### config.mk
export PLATFORM = sky130hd
export DESIGN_NAME = digit_serial_add_sub_flat
export DESIGN_NICKNAME = d
export VERILOG_FILES = /design/src/rtl/digit_serial_add_sub_if.sv /design/src/rtl/digit_serial_add_sub.sv /design/src/flat_wrapper.sv
export SDC_FILE = /design/constraint.sdc
export NUM_CORES = 1
export LEC_CHECK = 0
export BUFFER_PORTS_ARGS = -buffer_cell sky130_fd_sc_hd__buf_2
export CELL_PAD_IN_SITES_DETAIL_PLACEMENT = 1
export CELL_PAD_IN_SITES_GLOBAL_PLACEMENT = 1
export CORE_MARGIN = 5
export CORE_UTILIZATION = 39
export CTS_CLUSTER_SIZE = 10
export DETAILED_ROUTE_END_ITERATION = 8
export PLACE_DENSITY = 0.77
export SLEW_MARGIN = 20
export SYNTH_ARGS = -nofsm -noshare
export SYNTH_HDL_FRONTEND = slang
export SYNTH_SLANG_ARGS = --single-unit
### constraint.sdc
create_clock -name clk -period 2.8 [get_ports clk]
set_input_delay 0.28 -clock clk [delete_from_list [all_inputs] [get_ports clk]]
set_output_delay 0.28 -clock clk [all_outputs]
set_load 0.005 [all_outputs]
### src/rtl/digit_serial_add_sub_if.sv
// Purpose: operand/result bundle for the digit-serial adder/subtractor.
//   Operand side : vld, a, b, sub, last       (driven by the master)
//   Result side  : sum_vld, sum, sum_last, carry_out, overflow, len_err
//                  (driven by the slave, i.e. the arithmetic block)
// The DIGIT_W parameter must match the DIGIT_W of the block it connects to.
interface digit_serial_add_sub_if #(
  parameter int DIGIT_W = 4
);
  logic               vld;
  logic [DIGIT_W-1:0] a;
  logic [DIGIT_W-1:0] b;
  logic               sub;
  logic               last;

  logic               sum_vld;
  logic [DIGIT_W-1:0] sum;
  logic               sum_last;
  logic               carry_out;
  logic               overflow;
  logic               len_err;

  modport master (
    output vld, a, b, sub, last,
    input  sum_vld, sum, sum_last, carry_out, overflow, len_err
  );

  modport slave (
    input  vld, a, b, sub, last,
    output sum_vld, sum, sum_last, carry_out, overflow, len_err
  );
endinterface

### src/rtl/digit_serial_add_sub.sv
// Purpose: digit-serial two's-complement adder/subtractor. Operands arrive
//   LSB-first, DIGIT_W bits per valid beat; each beat yields one registered
//   result digit one cycle later. The final digit also carries carry-out,
//   signed overflow and a length error flag (operand cut at MAX_BEATS).
// Ports:
//   clk  - rising-edge clock
//   rst  - asynchronous active-high reset
//   bus  - slave side of digit_serial_add_sub_if (operand in, result out)
//
// state | meaning
// ------+---------------------------------------------------------------
// IDLE  | waiting for first beat of an operand; mode and cin come from sub
// RUN   | mid-operand; latched mode and stored carry are used, sub ignored
module digit_serial_add_sub #(
  parameter int DIGIT_W   = 4,
  parameter int MAX_BEATS = 16
) (
  input logic                   clk,
  input logic                   rst,
  digit_serial_add_sub_if.slave bus
);
  localparam int CNT_W = $clog2(MAX_BEATS + 1);

  typedef enum logic {IDLE = 1'b0, RUN = 1'b1} state_t;

  state_t             state;
  state_t             state_nxt;
  logic               carry;
  logic               mode;
  logic [CNT_W-1:0]   beat_cnt;

  logic               mode_eff;
  logic               cin;
  logic [DIGIT_W-1:0] b_eff;
  logic [DIGIT_W:0]   full;
  logic               c_msb_in;
  logic               op_end;

  logic               sum_vld_q;
  logic [DIGIT_W-1:0] sum_q;
  logic               sum_last_q;
  logic               carry_out_q;
  logic               overflow_q;
  logic               len_err_q;

  // state register
  always_ff @(posedge clk or posedge rst) begin
    if (rst) state <= IDLE;
    else     state <= state_nxt;
  end

  // next-state logic
  always_comb begin
    state_nxt = state;
    case (state)
      IDLE:    if (bus.vld && !op_end) state_nxt = RUN;
      RUN:     if (op_end)             state_nxt = IDLE;
      default: state_nxt = IDLE;
    endcase
  end

  // per-beat arithmetic and end-of-operand decode
  always_comb begin
    mode_eff = (state == IDLE) ? bus.sub : mode;
    cin      = (state == IDLE) ? bus.sub : carry;
    b_eff    = bus.b ^ {DIGIT_W{mode_eff}};
    full     = {1'b0, bus.a} + {1'b0, b_eff} + {{DIGIT_W{1'b0}}, cin};
    // carry into the digit MSB recovered from the MSB sum bit; works for DIGIT_W=1
    c_msb_in = bus.a[DIGIT_W-1] ^ b_eff[DIGIT_W-1] ^ full[DIGIT_W-1];
    op_end   = bus.vld && (bus.last || (beat_cnt == CNT_W'(MAX_BEATS - 1)));
  end

  // operand context: carry, beat count, latched mode
  always_ff @(posedge clk or posedge rst) begin
    if (rst) begin
      carry    <= 1'b0;
      beat_cnt <= '0;
      mode     <= 1'b0;
    end else if (bus.vld) begin
      if (state == IDLE) mode <= bus.sub;
      if (op_end) begin
        carry    <= 1'b0;
        beat_cnt <= '0;
      end else begin
        carry    <= full[DIGIT_W];
        beat_cnt <= beat_cnt + CNT_W'(1);
      end
    end
  end

  // registered result; sum holds across idle cycles, flags pulse only on the last digit
  always_ff @(posedge clk or posedge rst) begin
    if (rst) begin
      sum_vld_q   <= 1'b0;
      sum_q       <= '0;
      sum_last_q  <= 1'b0;
      carry_out_q <= 1'b0;
      overflow_q  <= 1'b0;
      len_err_q   <= 1'b0;
    end else begin
      sum_vld_q   <= bus.vld;
      if (bus.vld) sum_q <= full[DIGIT_W-1:0];
      sum_last_q  <= op_end;
      carry_out_q <= op_end & full[DIGIT_W];
      overflow_q  <= op_end & (c_msb_in ^ full[DIGIT_W]);
      len_err_q   <= op_end & ~bus.last;
    end
  end

  assign bus.sum_vld   = sum_vld_q;
  assign bus.sum       = sum_q;
  assign bus.sum_last  = sum_last_q;
  assign bus.carry_out = carry_out_q;
  assign bus.overflow  = overflow_q;
  assign bus.len_err   = len_err_q;
endmodule

### src/flat_wrapper.sv
// flat-port wrapper written by rule: the top's interface ports become plain ports
module digit_serial_add_sub_flat 
#(
  parameter int DIGIT_W   = 4,
  parameter int MAX_BEATS = 16
)
  (clk, rst, bus_vld, bus_a, bus_b, bus_sub, bus_last, bus_sum_vld, bus_sum, bus_sum_last, bus_carry_out, bus_overflow, bus_len_err);
  digit_serial_add_sub_if #(.DIGIT_W(DIGIT_W)) bus_i ();
  input logic clk;
  input logic rst;
  input wire logic [$bits(bus_i.vld)-1:0] bus_vld;
  input wire logic [$bits(bus_i.a)-1:0] bus_a;
  input wire logic [$bits(bus_i.b)-1:0] bus_b;
  input wire logic [$bits(bus_i.sub)-1:0] bus_sub;
  input wire logic [$bits(bus_i.last)-1:0] bus_last;
  output wire logic [$bits(bus_i.sum_vld)-1:0] bus_sum_vld;
  output wire logic [$bits(bus_i.sum)-1:0] bus_sum;
  output wire logic [$bits(bus_i.sum_last)-1:0] bus_sum_last;
  output wire logic [$bits(bus_i.carry_out)-1:0] bus_carry_out;
  output wire logic [$bits(bus_i.overflow)-1:0] bus_overflow;
  output wire logic [$bits(bus_i.len_err)-1:0] bus_len_err;
  assign bus_i.vld = bus_vld;
  assign bus_i.a = bus_a;
  assign bus_i.b = bus_b;
  assign bus_i.sub = bus_sub;
  assign bus_i.last = bus_last;
  assign bus_sum_vld = bus_i.sum_vld;
  assign bus_sum = bus_i.sum;
  assign bus_sum_last = bus_i.sum_last;
  assign bus_carry_out = bus_i.carry_out;
  assign bus_overflow = bus_i.overflow;
  assign bus_len_err = bus_i.len_err;
  digit_serial_add_sub #(.DIGIT_W(DIGIT_W), .MAX_BEATS(MAX_BEATS)) u_core (.clk(clk), .rst(rst), .bus(bus_i));
endmodule
---- Yosys cells after proc, flatten, opt, wreduce, memory -nomap -nowiden ----
Index checks and enable logic that the tools add are counted.
storage, ports and cells
  register bits after elaboration ......... 17
  input bits .............................. 13
  output and inout bits ................... 9
  logic and storage cells ................. 34
operators by class
  add/subtract/negate cells ............... 3
  equality and inequality tests ........... 1
  muxes and demuxes ....................... 7
  bitwise operators ....................... 9
  reduce and logical (&&, ||, !) cells .... 4
operators with widths
  kind                                            count
  adder 4 x 4 -> 5 bit                            1
  adder 5 x 1 -> 5 bit                            1
  adder 5 x 1 -> 5 bit (second input constant)    1
  == test 5 x 4 -> 1 bit (second input constant)  1
  two-way mux 1 bit                               5
  two-way mux 5 bit                               1
  XOR 4 bit                                       1
  AND 1 bit                                       3
  XOR 1 bit                                       3
  logical AND 1 bit                               2
  inverter 1 bit                                  2
  one-hot mux 1 bit (2 select lines)              1
  logical NOT 1 bit                               1
  logical OR 1 bit                                1

---- Logic depth before layout (Yosys ltp) ----
Gate-level depths: netlist of run 1.
  word-level depth ........................ 7
  gate-level depth with buffers ........... 10
  depth with buffers taken out ............ 10

---- Least setup slack after synthesis of run 1 ----
Ideal clock, no wire load.
  path type ............................... flip-flop to flip-flop
  from .................................... reg (tool-made name)
  to ...................................... reg u_core.overflow_q (netlist: u_core.bus.overflow)
  library setup time ...................... 0.118 ns
  arrival time ............................ 2.099 ns
  required time ........................... 2.682 ns
  setup slack ............................. 0.583 ns
  cell stages (with the launch flop) ...... 11
  path buffers ............................ 0
  period minus slack after synthesis ...... 2.217 ns
  path through ............................ dfrtp_1 -> nor2b_1 -> a21oi_2 -> xor2_1 -> fa_1 -> inv_1 -> fa_1 -> a21o_1 -> a21oi_2 -> xor2_1 -> nor2_1
RTL lines
  what                    RTL line                     RTL
  end signal: assignment  digit_serial_add_sub.sv:105  overflow_q <= op_end & (c_msb_in ^ full[DIGIT_W]);
  end: declaration        digit_serial_add_sub.sv:43   logic overflow_q;

==> metrics.md, run 1 <==
| Metric | Value |
|---|---|
| Status | `completed` |
| IO buf count | `21` |
| CP max-delay cell | `dfrtp_1` |
| Fmax achieved | `0.410 GHz` |
| Max VDD drop | `between 0.3 and 0.4 mV` |
| Critical Path RT | `about 3.0 ns` |
| Post-layout util | `a little under half` |
| Pre-antenna DRT Iters | `4` |
| Placed insts | `between 100 and 150` |
| Clock sinks | `17` |
| Worst Setup Start Kind | `flip-flop` |
| Psw | `between 200 and 250 uW` |
| Number of nets in the layout | `about 130` |
| Ys Warns | `0` |
| Vias in the first global route | `just under 700` |
| Gates resized, CTS repair | `0` |
| Largest net degree at the start of global routing | `22` |
| Hold violation count in the final report | `0` |
| WL final | `~1.7 mm` |
| Max Clock Skew | `~0.0016 ns` |
| Routability cong. | `between 0.6 and 0.7` |
| Switching portion of total power | `roughly 32%` |
| Placeable Area | `2190 sq um` |
| Wire per inst | `13.0 microns` |
| Worst-margin pin slew | `0.630 ns` |
| # IOs | `22` |
| Antenna-violating nets left | `0` |
| Pwr Density | `roughly 620 nW/um^2` |
| # H-tree levels | `1` |
| Count of pins over their slew limit | `0` |
| Vias | `663` |
| Final min period | `~2.4 ns` |
| Yosys cell types | `27` |
| Max Buffers Root-to-Sink | `2` |
| Clock transition at the registers of the reported paths | `around 0.1 ns` |
| Clock Power Share | `approximately a fifth` |
| RSZ-0062 raised after global routing | `no` |
| Ratio of cells with drive above 1 in the final layout | `a little under a third` |
| WP data arrival | `about 2.6 ns` |
| Fin crit share | `between 80 and 90%` |
| Die footprint | `roughly 3300 sq um` |
| Critical path class | `flip-flop to flip-flop` |
| TNS Setup | `0 ns` |
| Sequential group share of total power | `between 40% and 50%` |
| Rel. slew slack | `between 50% and 60%` |
| Syn nets | `between 100 and 150` |
| Hold_buf cts | `0` |
| Worst r2r dst | `u_core.bus.overflow` |
| Cts bufs inserted | `3` |
| Finished Layout Cells | `~130` |
| Cell Chain, Critical Path | `nor2b_1 > a21oi_2 > xor2_1 > fa_1 > inv_1 > fa_1 > a21o_1 > a21oi_2 > xor2_1 > nor2_1` |
| Flop-to-flop setup slack | `between 0.3 and 0.4 ns` |
| Post-Syn Instances | `just over 80` |
| Core Rows | `17` |
| Hold Path Class | `input pin to async pin` |
| Internal power | `436 uW` |
| Detail-routed via count per cell | `4.98` |
| Die width | `~58 microns` |
| Static Leak | `0.000537 uW` |
| Seq cells post-synth | `17` |
| Root cell of the clock tree | `clkbuf_4` |
| Die height | `between 50 and 60 microns` |
| Gr ovfl total | `0` |
| CTS tree | `done` |
| Maxcap violations | `0` |
| Area post-placement | `about 1000 sq um` |
| Final setup violation count | `0` |
| Drt drc | `0` |
| DPL Wire Length | `~1.4 mm` |
| Effective utilization at floorplan | `40.2%` |
| CP Max Fanout | `4` |
| Reg2reg path depth | `10` |
| Area delta synth->final | `18.0%` |
| CP Capture Type | `flip-flop` |
| Skew-Pair Late Insertion Delay | `~0.3 ns` |
| Initial antenna violation count | `0` |
| Overall Global Routing Usage | `a little under an eighth` |
| Post-CTS setup buffers | `0` |
| Global-route wire length before repair | `between 3 and 4 mm` |
| Combinational group share of total power | `a little under a third` |
| DR iter-0 viols | `8` |
| Mean Syn Cell Area | `between 10 and 15 sq um` |
| Design area | `about 1000 sq um` |
| Sequential fraction of the synthesis area | `between 40% and 50%` |
| ANT cells | `0` |
| Max incr delay on CP | `between 0.4 and 0.5 ns` |
| Syn Std Cell Area | `around 900 sq um` |
## cell type report
type | count | area (sq um)
Sequential cell | 17 | 425
Clock buffer | 3 | 22.5
Multi-Input combinational cell | 54 | 413
Inverter | 9 | 33.8
Fill cell | 253 | 1150
Tap cell | 28 | 35.0
Timing Repair Buffer | 21 | 105
Clock inverter | 1 | 5.00
## cells in the mapped netlist
library cell,count,area (sq um)
or2_1,1,6.26
nor2b_1,1,6.26
dfrtp_1,17,425
nand2_1,5,18.8
a21o_1,1,7.51
mux2i_1,1,10.0
a31o_2,1,8.76
fa_1,2,40.0
mux2_4,1,15.0
ha_1,5,62.6
o22ai_1,1,6.26
and3_1,2,12.5
a21boi_0,1,7.51
nand3_1,2,10.0
mux2_2,2,22.5
xor2_1,3,26.3
a21oi_2,3,26.3
o21ai_2,1,8.76
clkbuf_1,1,3.75
o21ai_0,6,30.0
a22o_1,1,8.76
buf_2,1,5.00
nor2_1,7,26.3
a21oi_1,2,10.0
nand3b_1,1,7.51
inv_1,9,33.8
xnor2_1,4,35.0
## power groups by stage
stage               registers, uW  logic, uW  clock network [uW]
floorplan                     314        128                   0
CTS                           313        199                 141
finish                        313        193                 137
global placement              313        189                   0
global route                  318        220                 152
detailed placement            318        198                   0
## routing by layer
| layer | track usage (%) | part of all wire, % |
|---|---|---|
| met1 | 13.4 | 41 |
| met2 | 19.8 | 50 |
| met3 | 2.04 | 5.3 |
| met4 | 8.94 | 3.2 |
| met5 | 0 | 0 |
## worst max-delay path by stage
stage               cells past startpoint                   to       from
global route                           10  u_core.bus.overflow  flip-flop
global placement                       11  u_core.bus.overflow    bus_sub
finish                                 10  u_core.bus.overflow  flip-flop
detailed placement                     11  u_core.bus.overflow    bus_sub
floorplan                              10  u_core.bus.overflow  flip-flop
CTS                                    10  u_core.bus.overflow  flip-flop
## stage by stage
step | setup slack [ns] | hold slack (ns) | power (uW)
after floorplan | 0.583 | 0.206 | 442
final | 0.359 | 0.0431 | 643
after detailed placement | 0.249 | 0.406 | 516
after global routing | 0.181 | 0.107 | 690
after global placement | 0.295 | 0.397 | 502
after CTS | 0.312 | 0.0719 | 653
## critical path: cells and delay by family, from the launching register on
kind	cells	cell delay (ns)
fa+ha+maj	2	0.66
compound gates	3	0.67
simple gates	2	0.13
xor+xnor	2	0.39
buf+inv	1	0.07
flops	1	0.41
## placed cells by master (no fill, tap or decap), drive strengths merged, types with 2 or more instances in the layout
cell type  synthesis  routed
mux2               3       3
ha                 5       5
inv                9       9
fa                 2       2
nand3              2       2
o21ai              7       7
xor2               3       3
and3               2       2
xnor2              4       4
nor2               7       7
a21oi              5       5
nand2              5       5
clkbuf             1       3
dfrtp             17      17
buf                1      21
## kinds of logic (layout without fill, tap and decap cells)
logic type | after synthesis | in the layout | synth area share (%)
compound gates | 17 | 17 | 12.9
xor+xnor | 7 | 7 | 6.96
fa+ha+maj | 7 | 7 | 11.6
buf+inv | 11 | 34 | 4.83
flops | 17 | 17 | 48.3
mux | 4 | 4 | 5.40
simple gates | 19 | 19 | 9.94
## flip-flops by register name, summed over array words and instances, names as in the netlist, named ones only
| register | cells |
|---|---|
| u_core.bus.sum_vld | 1 |
| u_core.bus.carry_out | 1 |
| u_core.carry | 1 |
| u_core.bus.sum | 4 |
| u_core.beat_cnt | 5 |
| u_core.bus.len_err | 1 |
| u_core.bus.overflow | 1 |
| u_core.mode | 1 |
| u_core.bus.sum_last | 1 |
(Power assumes the default switching activity.)
==> inputs of run 2 (changes only) <==
CORE_UTILIZATION = 42   (was 39)
PLACE_DENSITY = 0.82   (was 0.77)
RECOVER_POWER = 25   (was default)
clock period = 3.2 ns   (was 2.8 ns; I/O delays follow)
==> metrics.md, run 2 (synthesized netlist as in run 1, its figures left out) <==
| Metric | Value |
|---|---|
| Status | `completed` |
| RSZ-0062 raised after global routing | `no` |
| Most used cells in the layout excluding fill and tap cells | `buf_2, dfrtp_1, inv_1, nor2_1, o21ai_0` |
| Critical path buffers and inverters | `1` |
| Post-CTS setup buffers | `0` |
| Rel. slew slack | `43.1%` |
| Switching portion of total power | `slightly above 30%` |
| Die height | `between 50 and 60 microns` |
| DR iter-0 viols | `11` |
| Max Clock Skew | `around 0.0010 ns` |
| Met2 routed WL | `839 microns` |
| Detail-routed via count per cell | `~4.9` |
| Commonest non-fill, non-tap cell in the layout | `buf_2` |
| Levels on crit path | `10` |
| CTS tree | `done` |
| Max incr delay on CP | `0.41 ns` |
| IO buf count | `21` |
| Vias in the first global route | `740` |
| Drt drc | `0` |
| Internal power | `~380 uW` |
| Sequential group share of total power | `approximately half` |
| Critical Path RT | `3.38 ns` |
| Hold_buf cts | `0` |
| ANT cells | `0` |
| Psw | `between 150 and 200 uW` |
| # H-tree levels | `1` |
| Placed insts | `about 130` |
| Cell family with most CP delay | `compound AO/OA/AOI/OAI gates` |
| Placeable Area | `1980 sq um` |
| Clock Power Share | `20.2%` |
| Hold Path Class | `input pin to async pin` |
| Met3 WL post-DR | `about 110 microns` |
| Maxcap violations | `0` |
| Fmax achieved | `0.402 GHz` |
| Gates resized, CTS repair | `0` |
| Skew-Pair Late Insertion Delay | `0.28 ns` |
| Die width | `55.8 microns` |
| Max Buffers Root-to-Sink | `2` |
| CP Capture Type | `flip-flop` |
| WP data arrival | `2.66 ns` |
| Worst Setup Start Kind | `flip-flop` |
| Gr ovfl total | `0` |
| WL final | `1.73 mm` |
| Antenna-violating nets left | `0` |
| CP Max Fanout | `4` |
| Ratio of cells with drive above 1 in the final layout | `between 20% and 30%` |
| Biggest register | `u_core.beat_cnt` |
| Effective utilization at floorplan | `44.4%` |
| Area delta synth->final | `17.6%` |
| Worst-margin pin slew | `0.854 ns` |
| Cell Chain, Critical Path | `nor2b_1 > a21oi_2 > xor2_1 > fa_1 > inv_1 > fa_1 > a21o_1 > a21oi_2 > xor2_1 > nor2_1` |
| Static Leak | `around 0.00053 uW` |
| Reg2reg path depth | `10` |
| Max VDD drop | `about 0.26 mV` |
| Critical path class | `flip-flop to flip-flop` |
| Largest net degree at the start of global routing | `22` |
| Final setup violation count | `0` |
| Routability cong. | `roughly 0.76` |
| Cts bufs inserted | `3` |
| Pwr Density | `around 530 nW/um^2` |
| CP max-delay cell | `dfrtp_1` |
| Pre-antenna DRT Iters | `4` |
| Core Rows | `16` |
| Vias | `approximately 650` |
| Post-layout util | `52.3%` |
| Initial antenna violation count | `0` |
| DPL Wire Length | `approximately 1.4 mm` |
| Global-route wire length before repair | `between 3 and 4 mm` |
| TNS Setup | `0 ns` |
| Number of nets in the layout | `between 100 and 150` |
| Die footprint | `between 3000 and 4000 sq um` |
| Wire per inst | `about 13 microns` |
| Count of pins over their slew limit | `0` |
| Root cell of the clock tree | `clkbuf_4` |
| Clock sinks | `17` |
| Max Used Layer | `met4` |
| Hold violation count in the final report | `0` |
| Combinational group share of total power | `30.6%` |
| Max reg flops | `5` |
| Final min period | `roughly 2.5 ns` |
| Overall Global Routing Usage | `a little over an eighth` |
| # IOs | `22` |
| M1 wire length | `755 microns` |
| Clock transition at the registers of the reported paths | `roughly 0.090 ns` |
| Finished Layout Cells | `132` |
| Fin crit share | `77.7%` |
## run 2: changes by cell type in the layout (fill, tap and decap cells not counted), sizes merged
cell / previous run / this run
clkinv: 1 / 0
buf: 21 / 20
clkbuf: 3 / 5
## run 2: layer usage
metal	global-route usage, %	vias up
met4	7.29	0
met5	0	-
met1	14.6	313
li1	-	317
met2	21.8	17
met3	4.64	2
## run 2: path summary, 6_finish.rpt
path | startpoint | to | slack, ns
max | flip-flop | u_core.bus.overflow | 0.71
min | rst | u_core.bus.sum[0] | 0.11
max reg2reg | flip-flop | u_core.bus.overflow | 0.71
min reg2reg | u_core.beat_cnt[2] | u_core.beat_cnt[2] | 0.51
max in group asynchronous | rst | u_core.bus.sum[3] | 2.68
min in group clk | bus_last | u_core.bus.len_err | 0.21
## run 2: per-stage QoR
step | setup slack, ns | area [sq um] | hold slack [ns] | total power, uW
6_report | 0.712 | 1040 | 0.108 | 550
5_1_grt | 0.452 | 1040 | 0.158 | 592
4_1_cts | 0.706 | 1040 | 0.112 | 563
3_5_place_dp | 0.611 | 1010 | 0.439 | 446
3_3_place_gp | 0.708 | 1010 | 0.432 | 438
2_1_floorplan | 0.975 | 881 | 0.246 | 387
## run 2: cell type report
cell class	instances	area, sq um
clock buffers	4	26.3
fillers	249	946
flip-flops and latches	17	425
repair buffers	21	104
inverters	9	33.8
multi-input cells	54	413
well taps	27	33.8
## run 2: power groups by stage
stage | combinational [uW] | sequential [uW] | clock, uW
final | 168 | 270 | 111
after detailed placement | 172 | 274 | 0
after global placement | 164 | 274 | 0
after global routing | 192 | 276 | 124
after floorplan | 112 | 275 | 0
after CTS | 172 | 271 | 120
==> inputs of run 3 (changes only) <==
CORE_UTILIZATION = 35   (was 42)
PLACE_DENSITY = 0.73   (was 0.82)
clock period = 2.19 ns   (was 3.2 ns; I/O delays follow)
==> metrics.md, run 3 (synthesized netlist as in run 1, its figures left out) <==
| Metric | Value |
|---|---|
| Drt drc | `0` |
| Pre-antenna DRT Iters | `3` |
| Reg2reg path depth | `10` |
| Post-CTS setup buffers | `0` |
| DR iter-0 viols | `5` |
| Fmax achieved | `0.466 GHz` |
| Internal power | `574 uW` |
| Root cell of the clock tree | `clkbuf_4` |
| Effective utilization at floorplan | `between 30% and 40%` |
| Hold Path Class | `input pin to async pin` |
| Critical Path RT | `between 2 and 2.5 ns` |
| Max Buffers Root-to-Sink | `2` |
| Vias in the first global route | `between 700 and 800` |
| Static Leak | `between 0.0005 and 0.0006 uW` |
| Status | `finished, violations left` |
| Rel. slew slack | `about 57%` |
| Core Rows | `18` |
| Commonest non-fill, non-tap cell in the layout | `buf_2` |
| Max VDD drop | `slightly below 0.3 mV` |
| Clock Power Share | `19.9%` |
| Cts bufs inserted | `3` |
| Ratio of cells with drive above 1 in the final layout | `between 30% and 40%` |
| CP Capture Type | `flip-flop` |
| Number of nets in the layout | `130` |
| Skew-Pair Late Insertion Delay | `0.28 ns` |
| Critical path class | `flip-flop to flip-flop` |
| CP max-delay cell | `dfrtp_1` |
| Failing checks | `hold timing` |
| Biggest register | `u_core.beat_cnt` |
| Placed insts | `135` |
| # H-tree levels | `1` |
| Max Clock Skew | `approximately 0.0013 ns` |
| Detail-routed via count per cell | `4.75` |
| Die width | `approximately 60 microns` |
| Die footprint | `about 3600 sq um` |
| Largest net degree at the start of global routing | `22` |
| Switching portion of total power | `a little under a third` |
| Worst setup margin | `about 0.043 ns` |
| WP data arrival | `roughly 2.3 ns` |
| ANT cells | `0` |
| Psw | `about 260 uW` |
| Gr ovfl total | `0` |
| Maxcap violations | `0` |
| Clock transition at the registers of the reported paths | `around 0.10 ns` |
| Area delta synth->final | `23.4%` |
| DP Worst Slack | `-0.0520 ns` |
| Count of pins over their slew limit | `0` |
| Fin crit share | `slightly below 100%` |
| IO buf count | `21` |
| Worst Setup Start Kind | `flip-flop` |
| Initial antenna violation count | `0` |
| Global-route wire length before repair | `~3.2 mm` |
| Die height | `about 60 microns` |
| Cell Chain, Critical Path | `nor2b_2 > a21oi_2 > xor2_2 > fa_2 > inv_2 > fa_2 > a21o_1 > a21oi_2 > xor2_1 > nor2_1` |
| Worst r2r dst | `u_core.bus.overflow` |
| DPL Wire Length | `approximately 1.4 mm` |
| Antenna-violating nets left | `0` |
| Tot Pwr | `832 uW` |
| Wire per inst | `13.1 microns` |
| Routability cong. | `approximately 0.71` |
| CTS tree | `done` |
| Final setup violation count | `0` |
| Final hold slack | `-0.00192 ns` |
| Worst-margin pin slew | `0.637 ns` |
| Max reg flops | `5` |
| Pwr Density | `approximately 760 nW/um^2` |
| Vias | `660` |
| Placeable Area | `approximately 2400 sq um` |
| Max incr delay on CP | `around 0.42 ns` |
| RSZ-0062 raised after global routing | `yes` |
| # IOs | `22` |
| Sequential group share of total power | `48.0%` |
| WL final | `roughly 1.8 mm` |
| Clock sinks | `17` |
| Hold violation count in the final report | `7` |
| Overall Global Routing Usage | `between 10% and 20%` |
| Most used cells in the layout excluding fill and tap cells | `buf_2, dfrtp_1, inv_1, nor2_1, o21ai_0` |
| FILL cells | `between 200 and 300` |
| Combinational group share of total power | `between 30% and 40%` |
| Flop-to-flop setup slack | `about 0.043 ns` |
| Finished Layout Cells | `139` |
| CP Max Fanout | `3` |
| Final min period | `between 2 and 2.5 ns` |
==> run 3: final cells by class <==
class	count	area (sq um)	area share, %
Timing Repair Buffer	25	135	12.4
Tap cell	30	37.5	3.45
Inverter	9	33.8	3.11
Clock inverter	1	5.00	0.460
Sequential cell	17	425	39.1
Clock buffer	3	22.5	2.07
Multi-Input combinational cell	54	428	39.4
==> run 3: worst max path at each step <==
stage / endpoint / slack (ns) / cells after the start
after global routing: u_core.bus.overflow / -0.14 / 10
after detailed placement: u_core.bus.overflow / -0.05 / 11
after CTS: u_core.bus.overflow / -0.02 / 10
after floorplan: u_core.bus.overflow / 0.0005 / 10
final: u_core.bus.overflow / 0.04 / 10
after global placement: u_core.bus.overflow / 0.03 / 11
==> run 3: repair_timing <==
item / 4_1_cts / 5_1_grt
endpoints found under the setup margin: 2 / 3
pin swaps: 4 / 2
gates resized for setup: 1 / 1
gates cloned: 0 / 0
hold buffers: 0 / 0
==> run 3: per-layer routing <==
layer / part of all wire (%) / GRT usage (%)
met4: 1.0 / 4.75
met3: 3.8 / 1.51
met1: 43 / 14.1
met5: 0 / 0
met2: 52 / 21.3
==> run 3: per-stage QoR <==
step           TNS, ns  cell area, sq um  util [%]  hold slack, ns
6_report             0              1090      44.7        -0.00192
3_3_place_gp         0              1050      43.3           0.341
5_1_grt         -0.242              1090      44.7          0.0582
4_1_cts        -0.0191              1080      44.4          0.0198
3_5_place_dp   -0.0520              1050      43.3           0.341
2_1_floorplan        0               888         -           0.145
==> run 3: power by group through the flow <==
stage,Sequential [uW],Combinational (uW),Clock (uW)
after floorplan,402,166,0
after global placement,403,261,0
after detailed placement,405,271,0
after CTS,400,272,174
after global routing,409,302,184
final,400,266,166
==> run 3: critical path, delay by kind of cell, from the launching register on <==
family                     cells  cell delay (ns)
xor gates and xnor gates       2             0.34
buffers and inverters          1             0.04
DFF                            1             0.42
AOI/OAI and AO/OA              3             0.53
adders and majority gates      2             0.59
and+or+nand+nor                2             0.12
